<file path="config.mk">
export PLATFORM = sky130hd
export DESIGN_NAME = inst_fetch_flat
export DESIGN_NICKNAME = d
export VERILOG_FILES = /design/src/rtl/inst_fetch_if.sv /design/src/rtl/inst_fetch.sv /design/src/flat_wrapper.sv
export SDC_FILE = /design/constraint.sdc
export NUM_CORES = 1
export LEC_CHECK = 0
export CAP_MARGIN = 0
export CORE_UTILIZATION = 52
export DETAILED_ROUTE_END_ITERATION = 12
export HOLD_SLACK_MARGIN = 0.05
export PLACE_DENSITY_LB_ADDON = 0.2
export SETUP_SLACK_MARGIN = 0.05
export SLEW_MARGIN = 20
export SYNTH_ARGS = -nofsm -noshare
export SYNTH_HDL_FRONTEND = slang
export SYNTH_SLANG_ARGS = --single-unit
</file>
<file path="constraint.sdc">
create_clock -name clk_in -period 2.6 [get_ports clk_in]
set_input_delay 0.65 -clock clk_in [delete_from_list [all_inputs] [get_ports clk_in]]
set_output_delay 0.65 -clock clk_in [all_outputs]
set_load 0.01 [all_outputs]
</file>
<file path="src/rtl/inst_fetch_if.sv">
// Fetch unit bus: flush/redirect from the ROB, memory read port and decoder handshake.
interface inst_fetch_if;
  logic        clear;
  logic [31:0] clear_pc;
  logic        mem_req;
  logic [31:0] mem_addr;
  logic        mem_ack;
  logic [31:0] mem_data;
  logic        to_dec_valid;
  logic [31:0] to_dec_pc;
  logic [31:0] to_dec_inst;
  logic        from_dec_ready;

  // Fetch unit side
  modport master (
    input  clear, clear_pc, mem_ack, mem_data, from_dec_ready,
    output mem_req, mem_addr, to_dec_valid, to_dec_pc, to_dec_inst
  );

  // Environment side (ROB, memory port, decoder)
  modport slave (
    output clear, clear_pc, mem_ack, mem_data, from_dec_ready,
    input  mem_req, mem_addr, to_dec_valid, to_dec_pc, to_dec_inst
  );
endinterface

</file>
<file path="src/rtl/inst_fetch.sv">
// Instruction fetch unit: one outstanding word read, 2^QUEUE_LOG-entry {pc, inst}
// queue toward the decoder, flush/redirect on clear.
// Optional macro IFETCH_JAL_PREDICT_EN: follow JAL targets when computing the next fetch PC.
module inst_fetch #(
  parameter int unsigned QUEUE_LOG = 2,
  parameter logic [31:0] RESET_PC  = 32'h0
) (
  input  logic         clk_in,
  input  logic         rst_in,
  input  logic         rdy_in,
  inst_fetch_if.master bus
);

  localparam int unsigned DEPTH = 1 << QUEUE_LOG;
  localparam int unsigned CNT_W = QUEUE_LOG + 1;

  localparam logic [1:0] ST_IDLE    = 2'd0;
  localparam logic [1:0] ST_WAIT    = 2'd1;
  localparam logic [1:0] ST_DISCARD = 2'd2;

  logic [1:0]           state_q, state_d;
  logic [31:0]          fetch_pc_q, fetch_pc_d;
  logic [QUEUE_LOG-1:0] head_q, head_d, tail_q, tail_d;
  logic [CNT_W-1:0]     count_q, count_d;
  logic                 mem_req_q, mem_req_d;
  logic [31:0]          mem_addr_q, mem_addr_d;
  logic                 dec_valid_q, dec_valid_d;
  logic [31:0]          dec_pc_q, dec_pc_d;
  logic [31:0]          dec_inst_q, dec_inst_d;
  logic [31:0]          q_pc_q   [DEPTH];
  logic [31:0]          q_inst_q [DEPTH];
  logic                 push_c, pop_c;
  logic [31:0]          next_pc_c;

`ifdef IFETCH_JAL_PREDICT_EN
  logic [31:0] jal_off_c;

  // Next fetch PC: JAL target for a fetched JAL, sequential otherwise
  always_comb begin
    jal_off_c = {{11{bus.mem_data[31]}}, bus.mem_data[31], bus.mem_data[19:12],
                 bus.mem_data[20], bus.mem_data[30:21], 1'b0};
    next_pc_c = (bus.mem_data[6:0] == 7'b1101111) ? fetch_pc_q + jal_off_c
                                                  : fetch_pc_q + 32'd4;
  end
`else
  // Next fetch PC: always sequential
  assign next_pc_c = fetch_pc_q + 32'd4;
`endif

  // Memory-port FSM, queue pointers and decoder-facing head registers
  always_comb begin
    state_d     = state_q;
    fetch_pc_d  = fetch_pc_q;
    head_d      = head_q;
    tail_d      = tail_q;
    count_d     = count_q;
    mem_req_d   = mem_req_q;
    mem_addr_d  = mem_addr_q;
    dec_valid_d = dec_valid_q;
    dec_pc_d    = dec_pc_q;
    dec_inst_d  = dec_inst_q;
    push_c      = 1'b0;
    pop_c       = 1'b0;

    if (rdy_in) begin
      pop_c = dec_valid_q && bus.from_dec_ready && !bus.clear;

      case (state_q)
        // Issue only when a slot is guaranteed for the result
        ST_IDLE: begin
          if (!bus.clear && (count_q < CNT_W'(DEPTH))) begin
            mem_req_d  = 1'b1;
            mem_addr_d = fetch_pc_q;
            state_d    = ST_WAIT;
          end
        end
        // A clear with a same-cycle ack drops the word and finishes the read
        ST_WAIT: begin
          if (bus.mem_ack) begin
            mem_req_d = 1'b0;
            state_d   = ST_IDLE;
            if (!bus.clear) begin
              push_c     = 1'b1;
              fetch_pc_d = next_pc_c;
            end
          end else if (bus.clear) begin
            state_d = ST_DISCARD;
          end
        end
        // Read of a flushed path: hold the request until it completes, drop data
        ST_DISCARD: begin
          if (bus.mem_ack) begin
            mem_req_d = 1'b0;
            state_d   = ST_IDLE;
          end
        end
        default: begin
          mem_req_d = 1'b0;
          state_d   = ST_IDLE;
        end
      endcase

      if (pop_c)  head_d = head_q + QUEUE_LOG'(1);
      if (push_c) tail_d = tail_q + QUEUE_LOG'(1);
      count_d = count_q + CNT_W'(push_c) - CNT_W'(pop_c);

      if (bus.clear) begin
        head_d     = '0;
        tail_d     = '0;
        count_d    = '0;
        fetch_pc_d = bus.clear_pc;
      end

      // Head registers: bypass a push that lands directly at the head slot
      dec_valid_d = (count_d != '0);
      if (push_c && (count_d == CNT_W'(1))) begin
        dec_pc_d   = fetch_pc_q;
        dec_inst_d = bus.mem_data;
      end else if (count_d != '0) begin
        dec_pc_d   = q_pc_q[head_d];
        dec_inst_d = q_inst_q[head_d];
      end
    end
  end

  // Control and output registers
  always_ff @(posedge clk_in or negedge rst_in) begin
    if (!rst_in) begin
      state_q     <= ST_IDLE;
      fetch_pc_q  <= RESET_PC;
      head_q      <= '0;
      tail_q      <= '0;
      count_q     <= '0;
      mem_req_q   <= 1'b0;
      mem_addr_q  <= '0;
      dec_valid_q <= 1'b0;
      dec_pc_q    <= '0;
      dec_inst_q  <= '0;
    end else begin
      state_q     <= state_d;
      fetch_pc_q  <= fetch_pc_d;
      head_q      <= head_d;
      tail_q      <= tail_d;
      count_q     <= count_d;
      mem_req_q   <= mem_req_d;
      mem_addr_q  <= mem_addr_d;
      dec_valid_q <= dec_valid_d;
      dec_pc_q    <= dec_pc_d;
      dec_inst_q  <= dec_inst_d;
    end
  end

  // Queue storage, written at the tail on each accepted fetch
  always_ff @(posedge clk_in or negedge rst_in) begin
    if (!rst_in) begin
      for (int unsigned i = 0; i < DEPTH; i++) begin
        q_pc_q[i]   <= '0;
        q_inst_q[i] <= '0;
      end
    end else if (push_c) begin
      q_pc_q[tail_q]   <= fetch_pc_q;
      q_inst_q[tail_q] <= bus.mem_data;
    end
  end

  assign bus.mem_req      = mem_req_q;
  assign bus.mem_addr     = mem_addr_q;
  assign bus.to_dec_valid = dec_valid_q;
  assign bus.to_dec_pc    = dec_pc_q;
  assign bus.to_dec_inst  = dec_inst_q;

endmodule

</file>
<file path="src/flat_wrapper.sv">
// flat-port wrapper written by rule: the top's interface ports become plain ports
module inst_fetch_flat 
#(
  parameter int unsigned QUEUE_LOG = 2,
  parameter logic [31:0] RESET_PC  = 32'h0
)
  (clk_in, rst_in, rdy_in, bus_clear, bus_clear_pc, bus_mem_ack, bus_mem_data, bus_from_dec_ready, bus_mem_req, bus_mem_addr, bus_to_dec_valid, bus_to_dec_pc, bus_to_dec_inst);
  inst_fetch_if bus_i ();
  input  logic clk_in;
  input  logic rst_in;
  input  logic rdy_in;
  input wire logic [$bits(bus_i.clear)-1:0] bus_clear;
  input wire logic [$bits(bus_i.clear_pc)-1:0] bus_clear_pc;
  input wire logic [$bits(bus_i.mem_ack)-1:0] bus_mem_ack;
  input wire logic [$bits(bus_i.mem_data)-1:0] bus_mem_data;
  input wire logic [$bits(bus_i.from_dec_ready)-1:0] bus_from_dec_ready;
  output wire logic [$bits(bus_i.mem_req)-1:0] bus_mem_req;
  output wire logic [$bits(bus_i.mem_addr)-1:0] bus_mem_addr;
  output wire logic [$bits(bus_i.to_dec_valid)-1:0] bus_to_dec_valid;
  output wire logic [$bits(bus_i.to_dec_pc)-1:0] bus_to_dec_pc;
  output wire logic [$bits(bus_i.to_dec_inst)-1:0] bus_to_dec_inst;
  assign bus_i.clear = bus_clear;
  assign bus_i.clear_pc = bus_clear_pc;
  assign bus_i.mem_ack = bus_mem_ack;
  assign bus_i.mem_data = bus_mem_data;
  assign bus_i.from_dec_ready = bus_from_dec_ready;
  assign bus_mem_req = bus_i.mem_req;
  assign bus_mem_addr = bus_i.mem_addr;
  assign bus_to_dec_valid = bus_i.to_dec_valid;
  assign bus_to_dec_pc = bus_i.to_dec_pc;
  assign bus_to_dec_inst = bus_i.to_dec_inst;
  inst_fetch #(.QUEUE_LOG(QUEUE_LOG), .RESET_PC(RESET_PC)) u_core (.clk_in(clk_in), .rst_in(rst_in), .rdy_in(rdy_in), .bus(bus_i));
endmodule
</file>
# Word level (Yosys, flattened, before mapping)
# Index checks and enable logic that the tools add are counted.
# totals
ff_bits,395
input_bits,70
output_inout_bits,98
wordCells,92
# op_classes
add_sub_neg,5
n_lt_le_gt_ge,4
n_eq_ne,7
mux,37
n_bitwise,2
reduce_logical,19
# op_table
op,count
32-bit two-way mux,12
128-bit bitwise mux,2
32-bit binary-select mux with 2-bit select,2
32-bit demux with 2-bit select,1
"32-bit by 3-bit adder with 32-bit output, second input constant",1
2-bit two-way mux,9
3-bit AND reduction,3
2-bit nonzero test,4
1-bit two-way mux,7
"3-bit >= comparator, second input constant",2
3-bit two-way mux,2
2-bit NOT with 3-bit output,2
2-bit case mux with 3 select lines,1
1-bit logical AND,5
"2-bit by 1-bit adder with 2-bit output, second input constant",2
"2-bit by 1-bit != test with 1-bit output, second input constant",2
2-bit AND reduction,2
4-bit AND reduction,1
3-bit by 1-bit adder with 3-bit output,1
"3-bit by 1-bit == test with 1-bit output, second input constant",1
"3-bit by 1-bit < comparator with 1-bit output, second input constant",1
"3-bit < comparator, second input constant",1
"3-bit != test, second input constant",1
3-bit nonzero test,1
8 further kinds,8

# Longest topological paths before layout
# depth
ltp_word,12
depth_mapped,16
depth_no_buf,12

# Worst setup path after synthesis
# No wires, ideal clock.
# synth_timing
path_kind,input to register
from,input bus_clear
to,"register u_core.dec_inst_q[12], in the netlist u_core.bus.to_dec_inst[12]"
setup_time_ns,0.133
arrival_time_ns,3.496
required_ns,2.467
path_slack_ns,-1.029
cell_stages,16
path_buffers,5
cell_sequence,buf_2 > clkbuf_1 > clkbuf_1 > nor2_1 > ha_1 > inv_1 > ha_1 > inv_1 > fa_1 > xnor2_2 > mux2_2 > o21a_1 > buf_2 > buf_2 > nand3_1 > o211ai_1
# synth_via
elab_chain_cells,12
word_cells_on_any_way,24
cone_classes,add/sub: 2; eq/ne: 1; mux: 14; bitwise: 1; reduce/logical: 6
# synth_lines
element,line_no,rtl
from (decl),flat_wrapper.sv:12,input wire logic [$bits(bus_i.clear)-1:0] bus_clear;
1-bit two-way mux,inst_fetch.sv:82,if (!bus.clear) begin
1-bit two-way mux,inst_fetch.sv:79,if (bus.mem_ack) begin
1-bit two-way mux,inst_fetch.sv:68,case (state_q)
1-bit two-way mux,inst_fetch.sv:65,if (rdy_in) begin
3-bit by 1-bit adder with 3-bit output,inst_fetch.sv:105,count_d = count_q + CNT_W'(push_c) - CNT_W'(pop_c);
3-bit by 1-bit subtractor with 3-bit output,inst_fetch.sv:105,
3-bit two-way mux,inst_fetch.sv:107,if (bus.clear) begin
3-bit two-way mux,inst_fetch.sv:65,
3-bit by 1-bit == test with 1-bit output,inst_fetch.sv:116,if (push_c && (count_d == CNT_W'(1))) begin
1-bit logical AND,inst_fetch.sv:116,
2-bit nonzero test (no line),n/a,
2-bit AND reduction (no line),n/a,
to (signal assigned),inst_fetch.sv:149,dec_inst_q <= dec_inst_d;
to (decl),inst_fetch.sv:29,"logic [31:0] dec_inst_q, dec_inst_d;"
# Parallel ways exist; a longest one is shown, timed or not. The select of a mux whose other input is x is not followed.
# A chain may end at the register's enable or synchronous reset.

# Worst setup path after layout
# layout_timing
from,"register u_core.dec_valid_q, in the netlist u_core.bus.to_dec_valid"
to,"register u_core.dec_pc_q[9], in the netlist u_core.bus.to_dec_pc[9]"
# layout_via
elab_chain_cells,11
word_cells_on_any_way,19
cone_classes,add/sub: 1; eq/ne: 1; mux: 10; bitwise: 1; reduce/logical: 6
# layout_lines
element,line_no,rtl
from (decl),inst_fetch.sv:27,"logic dec_valid_q, dec_valid_d;"
from (signal assigned),inst_fetch.sv:147,dec_valid_q <= dec_valid_d;
1-bit logical AND * (2 in a row),inst_fetch.sv:66,pop_c = dec_valid_q && bus.from_dec_ready && !bus.clear;
branches (longest 9 deep; another with 3-bit by 1-bit subtractor with 3-bit output),n/a,
to (signal assigned),inst_fetch.sv:148,dec_pc_q <= dec_pc_d;
to (decl),inst_fetch.sv:28,"logic [31:0] dec_pc_q, dec_pc_d;"
# Every way passes the cells marked *. The select of a mux whose other input is x is not followed.

==> impl_metrics.tcl <==
set metrics [dict create \
    outcome "finished with violations" \
    violations "setup timing" \
    antenna_found_initial 0 \
    dp_hpwl_mm 29.2 \
    post-place-cells 2033 \
    hp-class "input port to asynchronous set/reset pin" \
    regArea_sq_um 9880 \
    hold_viol 0 \
    place_congestion 0.816 \
    grt_pass1_wl_mm 73.4 \
    grt_remaining_overflow 0 \
    syn-cell-area_sq_um 18000 \
    drv_slew 0 \
    vdd_drop_max_mv 0.560 \
    cts_tree "done" \
    layout-drive-gt1-share 0.293 \
    syn_avg_cell_area_sq_um 12.3 \
    cp_max_fo 23 \
    num_rows 67 \
    synth_top_family_by_area "multiplexers" \
    die_w_um 188 \
    die_height_um 188 \
    rsz0062_at_grt "yes" \
    instances_no_fill 2123 \
    arrival_ps 3290 \
    multi_input_area_sq_um 7460 \
    ys.flop_type "dfrtp_1" \
    synth_compound_area_frac 0.125 \
    clkSinkCount 395 \
    synthSimpleGateAreaFrac 0.0756 \
    ys_seq_area_frac 0.548 \
    ys_ff_latch 395 \
    endpoint_kind "flip-flop" \
    synth_cells 1468 \
    relSlewSlack 0.619 \
    num_io_pins 168 \
    clk_latency_ps 540 \
    setup_ws_ps -285 \
    diodes 0 \
    syn_nets 1549 \
    clkTransAtPathRegs_ps 60 \
    worstSetupPathType "flip-flop to flip-flop" \
    start_util 0.534 \
    worst_pin_slew_ps 571 \
    worst_clock_skew_ps 18.5 \
    synth_edf_count 0 \
    synthArstFlopShare 1.00 \
    cts-root-buf "clkbuf_16" \
    wl_mm 46.6 \
    dieArea_sq_um 35400 \
    clock.fmax_ghz 0.347 \
    fin_crit_sh 1.11 \
    drt_first_pass_iters 5 \
    nFillCells 2528 \
    routedWlPerCell_um 22.0 \
    r2r_cells 13 \
    vias 12938 \
    cts_buffers 42 \
    clock_path_buffers 3 \
    setup_violations 65 \
    port-buffer-count 167 \
    synth_xor_area_frac 0.00868 \
    final_nets 1725 \
    period_minus_slack_ps 2890 \
    start_kind "flip-flop" \
    track_usage 0.262 \
    drtAntennaViolNets 0 \
    synth.yosys.warnings 0 \
    drv_cap 0 \
    grt_max_degree 66 \
    worstPathRequired_ps 3010 \
    htreeDepth 2 \
    grt_pass1_vias 13181 \
    p_leak_nw 10.0 \
    muxShareOfSynthArea 0.186 \
    utilization 0.662 \
    drc 0 \
    p_per_area_nw_per_um2 1030 \
    area.growth.synth_to_final_pct 24.1 \
    synthAdderAreaFrac 0.00805 \
    drt_iter0_markers 892 \
    vias_per_cell 6.09 \
    yosysUniqueCellTypes 52 \
    core_sq_um 33800 \
]
-- through the flow --
step	setup WS, ps	power, mW	hold WS, ps	TNS (ps)	area (sq um)
after global placement	-1060	16.3	459	-68450	20600
after floorplan	-643	13.4	354	-40950	18100
final	-285	23.1	69.7	-13910	22400
after global routing	-395	24.2	88.5	-22120	22400
after CTS	-217	23.0	85.5	-11610	22200
after detailed placement	-1110	16.6	475	-74750	20600
-- area by class of cell --
cell class | count | share of cell area
multi-input combinational | 926 | 0.334
tap | 448 | 0.0251
sequential | 395 | 0.442
inverter | 12 | 0.00201
timing repair buffer | 267 | 0.135
clock buffer | 67 | 0.0557
clock inverter | 8 | 0.00654
-- layer usage --
metal  routed length [um]  share of wire  up-vias  GRT usage
met2                22800           0.49      451      0.437
met3                 2490          0.053       72     0.0359
met4                  980          0.021        0     0.0635
met1                20400           0.44     6671      0.363
li1                     -              -     5744          -
met5                    0              0        -          0
-- synth_stat cells, drive strengths merged, types with 2 or more instances --
library cell / number / area, sq um
a211oi: 65 / 488
a21oi: 91 / 467
and2: 5 / 31.3
and3: 10 / 62.6
and4: 3 / 26.3
buf: 93 / 676
clkbuf: 42 / 158
dfrtp: 395 / 9880
ha: 10 / 125
inv: 12 / 45.0
mux2: 289 / 3260
mux2i: 9 / 90.1
nand2: 45 / 171
nand2b: 3 / 21.3
nand3: 18 / 95.1
nand4: 12 / 87.6
nor2: 78 / 300
nor2b: 72 / 450
nor3: 5 / 25.0
nor4: 8 / 71.3
o211ai: 4 / 30.0
o21a: 3 / 22.5
o21ai: 21 / 105
o221ai: 65 / 569
o22ai: 82 / 513
or3: 2 / 12.5
xnor2: 10 / 95.1
xor2: 7 / 61.3
-- critical path: stages (launching register included) --
cell	delay, ps
dfrtp_1	390
nand2_2	80
nor2_2	40
ha_1	280
inv_1	50
ha_1	130
inv_1	50
fa_2	370
xnor2_4	240
mux2_4	360
o21a_4	290
buf_12	190
nor2_1	150
o22ai_1	100
-- layout by cell type, fill, tap and decap left out, types with 9 or more instances in the layout --
| cell type | n |
|---|---|
| nor2b_1 | 72 |
| a21oi_1 | 85 |
| xnor2_1 | 9 |
| o221ai_1 | 65 |
| buf_12 | 36 |
| buf_4 | 54 |
| clkbuf_16 | 46 |
| nand4_1 | 10 |
| clkdlybuf4s50_1 | 163 |
| nand3_1 | 16 |
| mux2_2 | 271 |
| and3_1 | 9 |
| o21ai_0 | 19 |
| ha_1 | 10 |
| a211oi_1 | 65 |
| inv_1 | 12 |
| dfrtp_1 | 395 |
| mux2_1 | 16 |
| clkbuf_1 | 16 |
| nor2_1 | 51 |
| o22ai_1 | 82 |
| nand2_1 | 37 |
| nor2_2 | 25 |
-- sequential cells by signal, indices dropped and copies added (netlist names) --
name and cells:
u_core.bus.mem_addr 32, u_core.bus.mem_req 1, u_core.bus.to_dec_inst 32, u_core.bus.to_dec_pc 32, u_core.bus.to_dec_valid 1, u_core.count_q 3
u_core.fetch_pc_q 32, u_core.head_q 2, u_core.q_inst_q 128, u_core.q_pc_q 128, u_core.state_q 2, u_core.tail_q 2
-- where the power goes --
group          switching, mW  internal, mW  total, mW
registers               1.33          8.08       9.42
logic                   3.27          4.31       7.58
clock network           2.39          3.67       6.06
-- kinds of logic (layout without fill, tap and decap cells) --
group | count (synthesis) | count (layout)
fa+ha+maj | 11 | 11
xor+xnor | 17 | 17
flops | 395 | 395
mux | 298 | 298
buf+inv | 147 | 354
compound gates | 338 | 338
simple gates | 262 | 262
-- path summary, 6_finish.rpt --
check                                          end                    start  slack [ps]
max in group asynchronous      u_core.q_inst_q[70]                   rst_in        1720
max                        u_core.bus.to_dec_pc[9]  u_core.bus.to_dec_valid        -290
min in group clk_in              u_core.q_pc_q[92]        u_core.q_pc_q[92]         480
min reg2reg                      u_core.q_pc_q[92]        u_core.q_pc_q[92]         480
min                            u_core.q_inst_q[57]                   rst_in          70
max reg2reg                u_core.bus.to_dec_pc[9]  u_core.bus.to_dec_valid        -290
-- what timing repair did --
item,CTS,global route
pin swaps,6,2
resized for setup,35,19
setup endpoints to repair,65,65
hold buffers,0,0
gates cloned,2,4
buffers inserted,5,5
Power figures use the tool's default switching activity.
